**config.mk**
```make
export PLATFORM = sky130hd
export DESIGN_NAME = sweep_peak_finder
export DESIGN_NICKNAME = d
export VERILOG_FILES = /design/src/rtl/lockbox_pkg.sv /design/src/rtl/peak_tracker.sv /design/src/rtl/sweep_peak_finder.sv
export SDC_FILE = /design/constraint.sdc
export NUM_CORES = 1
export LEC_CHECK = 0
export CAP_MARGIN = 15
export CORE_MARGIN = 4
export CORE_UTILIZATION = 35
export DETAILED_ROUTE_END_ITERATION = 6
export PLACE_DENSITY_LB_ADDON = 0.05
export SYNTH_ARGS = -nofsm -noshare
export SYNTH_HDL_FRONTEND = slang
export SYNTH_SLANG_ARGS = --single-unit
```
**constraint.sdc**
```tcl
create_clock -name clk -period 7.1 [get_ports clk]
set_clock_uncertainty 0.15 [all_clocks]
set_input_delay 1.42 -clock clk [delete_from_list [all_inputs] [get_ports clk]]
set_output_delay 1.42 -clock clk [all_outputs]
set_load 0.01 [all_outputs]
```
**src/rtl/lockbox_pkg.sv**
```systemverilog
// Shared types and default widths for the sweep peak finder.
package lockbox_pkg;

  localparam int DEFAULT_DATA_WIDTH    = 14;
  localparam int DEFAULT_TIMEOUT_WIDTH = 32;

  typedef enum logic [1:0] {
    IDLE  = 2'd0,
    ARMED = 2'd1,
    SCAN  = 2'd2,
    DONE  = 2'd3
  } state_t;

endpackage

```
**src/rtl/peak_tracker.sv**
```systemverilog
// Running signed maximum of adc_in with the ramp code where it occurred.
// Ties keep the earliest sample; clear beats seed, seed beats update.
module peak_tracker
  import lockbox_pkg::*;
#(
  parameter int DATA_WIDTH = DEFAULT_DATA_WIDTH
) (
  input  logic                  clk,
  input  logic                  rst,
  input  logic                  clear,
  input  logic                  seed,
  input  logic                  update,
  input  logic [DATA_WIDTH-1:0] ramp_value,
  input  logic [DATA_WIDTH-1:0] adc_in,
  output logic [DATA_WIDTH-1:0] cand_ramp,
  output logic [DATA_WIDTH-1:0] cand_value
);

  logic better;

  // Strictly greater, so an equal later sample never displaces the first one.
  assign better = $signed(adc_in) > $signed(cand_value);

  always_ff @(posedge clk or posedge rst) begin
    if (rst) begin
      cand_ramp  <= '0;
      cand_value <= '0;
    end else if (clear) begin
      cand_ramp  <= '0;
      cand_value <= '0;
    end else if (seed || (update && better)) begin
      cand_ramp  <= ramp_value;
      cand_value <= adc_in;
    end
  end

endmodule

```
**src/rtl/sweep_peak_finder.sv**
```systemverilog
// Finds the transmission peak of each ramp sweep window bounded by ramp_start.
// Optional threshold acceptance is built when PEAK_THRESHOLD_EN is defined.
module sweep_peak_finder
  import lockbox_pkg::*;
#(
  parameter int DATA_WIDTH    = DEFAULT_DATA_WIDTH,
  parameter int TIMEOUT_WIDTH = DEFAULT_TIMEOUT_WIDTH
) (
  input  logic                     clk,
  input  logic                     rst,
  input  logic                     enable,
  input  logic                     continuous,
  input  logic [DATA_WIDTH-1:0]    ramp_value,
  input  logic                     ramp_start,
  input  logic [DATA_WIDTH-1:0]    adc_in,
  input  logic [TIMEOUT_WIDTH-1:0] timeout_limit,
  input  logic [DATA_WIDTH-1:0]    threshold,
  output logic [DATA_WIDTH-1:0]    peak_ramp,
  output logic [DATA_WIDTH-1:0]    peak_value,
  output logic                     peak_valid,
  output logic                     peak_miss,
  output logic                     timeout,
  output logic                     busy
);

  state_t                   state_reg, state_next;
  logic [TIMEOUT_WIDTH-1:0] count_reg, count_next, count_inc;
  logic                     seed, update, clear;
  logic                     accept, timeout_hit;
  logic                     valid_next, miss_next, timeout_next;
  logic [DATA_WIDTH-1:0]    cand_ramp, cand_value;

  peak_tracker #(.DATA_WIDTH(DATA_WIDTH)) u_tracker (
    .clk        (clk),
    .rst        (rst),
    .clear      (clear),
    .seed       (seed),
    .update     (update),
    .ramp_value (ramp_value),
    .adc_in     (adc_in),
    .cand_ramp  (cand_ramp),
    .cand_value (cand_value)
  );

  assign count_inc   = (&count_reg) ? count_reg
                                    : count_reg + {{(TIMEOUT_WIDTH-1){1'b0}}, 1'b1};
  assign timeout_hit = (timeout_limit != '0) && (count_inc == timeout_limit);
  assign busy        = (state_reg == ARMED) || (state_reg == SCAN);

`ifdef PEAK_THRESHOLD_EN
  assign accept = $signed(cand_value) >= $signed(threshold);
`else
  logic unused_threshold;
  assign unused_threshold = ^threshold;
  assign accept           = 1'b1;
`endif

  always_comb begin
    state_next   = state_reg;
    count_next   = count_reg;
    seed         = 1'b0;
    update       = 1'b0;
    clear        = 1'b0;
    valid_next   = 1'b0;
    miss_next    = 1'b0;
    timeout_next = 1'b0;
    case (state_reg)
      IDLE: begin
        count_next = '0;
        if (enable) state_next = ARMED;
      end
      ARMED: begin
        if (!enable) begin
          state_next = IDLE;
          count_next = '0;
        end else if (ramp_start) begin
          state_next = SCAN;
          seed       = 1'b1;
          count_next = '0;
        end else if (timeout_hit) begin
          state_next   = IDLE;
          timeout_next = 1'b1;
          clear        = 1'b1;
          count_next   = '0;
        end else begin
          count_next = count_inc;
        end
      end
      SCAN: begin
        if (!enable) begin
          state_next = IDLE;
          clear      = 1'b1;
          count_next = '0;
        end else if (ramp_start) begin
          // Window close outranks a coinciding timeout; closing sample seeds the next window.
          count_next = '0;
          valid_next = accept;
          miss_next  = !accept;
          if (continuous) seed = 1'b1;
          else            state_next = DONE;
        end else if (timeout_hit) begin
          state_next   = IDLE;
          timeout_next = 1'b1;
          clear        = 1'b1;
          count_next   = '0;
        end else begin
          update     = 1'b1;
          count_next = count_inc;
        end
      end
      DONE: begin
        count_next = '0;
        if (!enable) state_next = IDLE;
      end
      default: state_next = IDLE;
    endcase
  end

  always_ff @(posedge clk or posedge rst) begin
    if (rst) state_reg <= IDLE;
    else     state_reg <= state_next;
  end

  always_ff @(posedge clk or posedge rst) begin
    if (rst) begin
      count_reg  <= '0;
      peak_ramp  <= '0;
      peak_value <= '0;
      peak_valid <= 1'b0;
      peak_miss  <= 1'b0;
      timeout    <= 1'b0;
    end else begin
      count_reg  <= count_next;
      peak_valid <= valid_next;
      peak_miss  <= miss_next;
      timeout    <= timeout_next;
      if (valid_next) begin
        peak_ramp  <= cand_ramp;
        peak_value <= cand_value;
      end
    end
  end

endmodule

```
Word-level counts from Yosys, hierarchy flattened:

Index checks and enable logic that the tools add are counted.

* output and inout bits: 32
* input port bits: 79
* logic and storage cells: 63
* register bits after elaboration: 92

* order comparisons: 1
* reduce and logical (&&, ||, !) cells: 11
* mux-type cells: 35
* equality and inequality tests: 7
* add/subtract/negate cells: 1

Operators by type and width (number)
* $mux 32: 4
* $pmux 32 s2: 1
* $mux 14: 4
* $add 32x1->32 const B: 1
* $eq 32x32->1: 1
* $reduce_and 32->1: 1
* $reduce_bool 32->1: 1
* $mux 2: 8
* $mux 1: 15
* $gt 14x14->1: 1
* $pmux 2 s4: 1
* $eq 2x2->1 const B: 2
* $ne 2x2->1 const B: 2
* $ne 4x4->1 const B: 1
* $pmux 1 s2: 2
* $reduce_or 2->1: 2
* $reduce_and 3->1: 1
* $eq 2x1->1 const B: 1
* $logic_and 1x1->1: 2
* $logic_not 2->1: 1
* $logic_or 1x1->1: 2
* $reduce_bool 2->1: 1

Longest topological paths before layout:

* word-level depth: 12
* mapped depth: 14
* mapped depth without buffers: 11

Cells and area by module:

From an unflattened synthesis, not the netlist that was laid out.

* cells, all modules: 664
* area total of the unflattened synthesis: 6314.8 um^2

By module, submodules not included
* sweep_peak_finder: area an instance 4847.1 um^2, sequential area each 1601.5 um^2, times used 1, cells an instance 546
* peak_tracker: area an instance 1467.7 um^2, sequential area each 700.7 um^2, times used 1, cells an instance 118

Worst setup path after synthesis:

No wires, ideal clock.

* path type: input -> register
* start: input adc_in[7]
* end: register u_tracker.cand_ramp[0]
* path buffers: 2
* setup slack: 3.109 ns
* arrival: 3.755 ns
* setup time: 0.086 ns
* data required time: 6.864 ns
* stages: 12
* cell sequence: ha_1 a21o_1 a21o_1 a21o_1 a21o_1 a21o_1 a221oi_1 clkbuf_1 clkbuf_1 o21a_1 a21oi_1 a32oi_1

* longest elaborated chain between the ends: 4

Ends and longest elaborated chain
* start: declaration: RTL line sweep_peak_finder.sv:15 `input logic [DATA_WIDTH-1:0] adc_in,`
* $gt 14x14->1: RTL line peak_tracker.sv:22 `assign better = $signed(adc_in) > $signed(cand_value);`
* $logic_and 1x1->1: RTL line peak_tracker.sv:31 `end else if (seed || (update && better)) begin`
* $logic_or 1x1->1: RTL line peak_tracker.sv:31
* $reduce_bool 2->1 (no source line)
* end signal: assignment: RTL line peak_tracker.sv:32 `cand_ramp <= ramp_value;`
* end: declaration: RTL line peak_tracker.sv:15 `output logic [DATA_WIDTH-1:0] cand_ramp,`

Every way passes these cells.
A chain may end at the register's enable or synchronous reset.

Final worst setup path:

* start: register count_reg[15]
* end: register u_tracker.cand_ramp[4]

* longest elaborated chain between the ends: 11
* elaborated cells on any way between the ends: 18
* those cells by class: 1 x add/sub; 1 x eq/ne; 11 x mux; 5 x reduce/logical

Ends and longest elaborated chain
* start: declaration: RTL line sweep_peak_finder.sv:27 `logic [TIMEOUT_WIDTH-1:0] count_reg, count_next, count_inc;`
* start signal: assignment: RTL line sweep_peak_finder.sv:133 `count_reg <= count_next;`
* $add 32x1->32 or $reduce_and 32->1 (tied branches): RTL line sweep_peak_finder.sv:46, sweep_peak_finder.sv:45
* $mux 32 *: RTL line sweep_peak_finder.sv:45 `assign count_inc = (&count_reg) ? count_reg`
* $eq 32x32->1 *: RTL line sweep_peak_finder.sv:47 `assign timeout_hit = (timeout_limit != '0) && (count_inc == timeout_limit);`
* $logic_and 1x1->1 *: RTL line sweep_peak_finder.sv:47
* $mux 1: RTL line sweep_peak_finder.sv:101 `end else if (timeout_hit) begin`
* $mux 1: RTL line sweep_peak_finder.sv:94 `end else if (ramp_start) begin`
* $mux 1: RTL line sweep_peak_finder.sv:90 `if (!enable) begin`
* $mux 1: RTL line sweep_peak_finder.sv:67 `case (state_reg)`
* $logic_and 1x1->1: RTL line peak_tracker.sv:31
* $logic_or 1x1->1: RTL line peak_tracker.sv:31
* $reduce_bool 2->1 (no source line)

Mark *: on every way between the ends. The rest lies on a longest branch, timed or not.

==> summary.txt <==
Synth
  • Ys Warns: 0
  • FFs w/ async S/R, synth: 1.00
  • Syn Std Cell Area: 0.00748 mm²
  • Post-synthesis instance total: 911
  • Distinct cells, synth: 77
  • #FFs+latches synth: 92
  • Post-synth EDFFs: 0
  • Register area share after synthesis: 0.308
  • Dominant synthesized flop cell: dfrtp_1
  • Mapped Nets: 1,010
  • Mean Syn Cell Area: 8.21 µm²

Clocking
  • Root Buffer: clkbuf_16
  • CTS tree: yes
  • CTS-repair resized insts: 0
  • Inserted Clock Buffers: 9
  • CTS clk-pin slew, worst paths: 0.07 ns
  • Cts hold-fix bufs: 0
  • CTS max path bufs: 2
  • Htree depth: 3
  • Clock Latency Late Sink: 0.35 ns
  • Setup Buffers After CTS: 0
  • Clk sinks: 92

Power and ir drop
  • Power Total: 2.05 mW
  • Power Dens Cells: 231 mW/mm²
  • Max rail drop VDD: 128 µV
  • Lkg Pwr: 3.23 nW

Timing
  • Worst-Margin Slew: 1.06 ns
  • Final setup violation count: 0
  • Fin crit share: 0.745
  • Final hold violations: 0
  • Maximum clock frequency: 189 MHz
  • Post-route minimum period: 5.29 ns
  • Setup tns final: 0 ns
  • Unrepaired setup endpoints after global routing: no
  • Relative slew slack: 0.278
  • Slew Viols, Final: 0

Critical path
  • CP dominant cell by count: nand4_1
  • Worst-path cell chain: and4_1, nand4_1, nor2_4, nand2_1, or4_1, a2111oi_0, nand4_1, o21ai_4, buf_4, a32oi_1
  • Crit path capture type: flip-flop
  • Worst Path Arrival: 5.35 ns
  • CP startpoint kind: flip-flop
  • WS Path Type: reg2reg
  • Reg2Reg Launch Point: count_reg[15]
  • Delay-heaviest family, CP: simple AND/OR/NAND/NOR gates
  • Req. time, crit path: 7.16 ns
  • Worst path max stage delay: 0.76 ns
  • Crit path buf inv count: 1
  • Crit path from: count_reg[15]
  • Max Fanout on Critical Path: 28
  • Crit-path slowest cell: nand4_1

Route
  • Violation count after the first detailed-routing iteration: 741
  • Post-Route WL: 27.9 mm
  • DR vias: 7,510
  • Avg Vias per Cell: 6.06
  • DRC Markers: 0
  • WL per Instance: 22.5 µm
  • ANT nets after route: 0
  • First-pass iteration count of the detailed router: 5

Finish
  • Fill count: 2,151
  • Synth-to-Final Area Change: 19.1%
  • Max FFs per register: 32
  • Final cell count without fillers: 1,240
  • Most common cell after layout, fill and taps aside: clkdlybuf4s50_1
  • Final net count: 1,059
  • FF+latch area: 0.00230 mm²
  • Multi-input logic area: 0.00473 mm²
  • Commonest cells after routing, fill and taps aside: clkdlybuf4s50_1 (95), nand2_1 (94), dfrtp_1 (92), nand3_1 (50)
  • # diodes: 0
  • Share of post-route cells with drive strength above 1: 0.0746

Global routing
  • Vias in the first global route: 7,347
  • GRT Total Usage: 0.230
  • Congestion Overflow GR: 0
  • Largest net degree at the start of global routing: 66
  • Global-route wire length before repair: 43.8 mm
  • Antenna violations before repair: 0

Die
  • Core Box Area: 0.0210 mm²
  • DIE AREA: 0.0238 mm²
  • Io pins: 111
  • Initial Util: 0.356
  • Die W: 154 µm
  • Row count: 53
  • Die height: 154 µm

Min path
  • Min-Delay Startpoint: u_tracker.cand_ramp[12]
  • Hold Crit Class: reg2reg

Placed design
  • Port Buffers: 95
  • Final Wtd Congestion: 0.953
  • Hpwl dp: 19.8 mm
  • Placed Cells: 1,224

Run
  • Max cap viols: 0

Run status
  • Status: finished clean
## logic make-up after synthesis
| group | count (synthesis) | synth area share |
|---|---|---|
| buffers and inverters | 105 | 0.0639 |
| xor gates and xnor gates | 50 | 0.0642 |
| AOI/OAI and AO/OA | 245 | 0.233 |
| other | 1 | 0.000501 |
| muxes | 8 | 0.0112 |
| and+or+nand+nor | 390 | 0.286 |
| adders and majority gates | 20 | 0.0334 |
| DFF | 92 | 0.308 |
## routing by layer
metal,track usage,part of all wire,wire length (µm),vias to the layer above
met4,0.0517,0.017,461,0
met5,0,0,0,-
met3,0.0308,0.058,1620,31
met1,0.356,0.49,13600,3699
met2,0.341,0.44,12200,272
li1,-,-,-,3508
## worst register-to-register path, stage by stage (launching register included)
cell       delay (ns)
dfrtp_1          0.68
and4_1           0.44
nand4_1          0.76
nor2_4           0.56
nand2_1          0.19
or4_1            0.55
a2111oi_0        0.68
nand4_1          0.42
o21ai_4          0.23
buf_4            0.37
a32oi_1          0.12
## stage by stage
step	cell area (µm²)	hold WS (ns)	setup WS, ns	util
2_1_floorplan	7480	0.280	3.11	-
3_3_place_gp	8590	0.293	1.68	0.409
3_5_place_dp	8590	0.300	1.66	0.409
4_1_cts	8910	0.315	1.90	0.424
5_1_grt	8910	0.340	1.47	0.424
6_report	8910	0.312	1.81	0.424
## final timing paths
path                                     endpoint  slack (ns)  depth (start not counted)
min in group asynchronous            peak_ramp[5]        1.25                          2
setup / recovery           u_tracker.cand_ramp[4]        1.81                         10
max in group asynchronous            count_reg[6]        4.34                          3
setup reg to reg           u_tracker.cand_ramp[4]        1.81                         10
hold / removal                      peak_ramp[12]        0.31                          2
hold reg to reg                     peak_ramp[12]        0.31                          2
## cell type report
type	instances	share of cell area
clock buffer	10	0.0257
clock inverter	6	0.0105
inverter	27	0.0117
multi-input combinational	714	0.531
sequential	92	0.258
tap	275	0.0386
timing repair buffer	116	0.124
## cells in the mapped netlist (4+ instances only)
library cell,n,area share
a2111oi_0,13,0.015
a211oi_1,5,0.0050
a21o_1,8,0.0080
a21oi_1,47,0.031
a31oi_1,9,0.0075
a32oi_1,28,0.033
and2_1,20,0.017
and3_1,14,0.012
and4_1,9,0.011
buf_2,25,0.017
buf_4,6,0.0060
buf_6,4,0.0060
clkbuf_1,40,0.020
dfrtp_1,92,0.31
ha_1,20,0.033
inv_1,26,0.013
mux2i_1,5,0.0067
nand2_1,94,0.047
nand2b_1,8,0.0067
nand3_1,50,0.033
nand4_1,19,0.016
nor2_1,48,0.024
nor2b_1,9,0.0075
nor3_1,41,0.027
nor3b_1,8,0.0080
nor4_1,27,0.023
o211ai_1,34,0.034
o21a_1,28,0.028
o21ai_0,32,0.021
o22ai_1,6,0.0050
o31ai_1,4,0.0040
or2_2,5,0.0042
or3_1,5,0.0042
or4_1,10,0.010
xnor2_1,36,0.042
xor2_1,11,0.013
## power breakdown
group	total (mW)	leakage, nW	internal (mW)	switching [mW]
Sequential	0.703	1.24	0.645	0.0577
Combinational	0.820	1.83	0.379	0.440
Clock	0.532	0.154	0.312	0.220
Power figures use the tool's default switching activity.
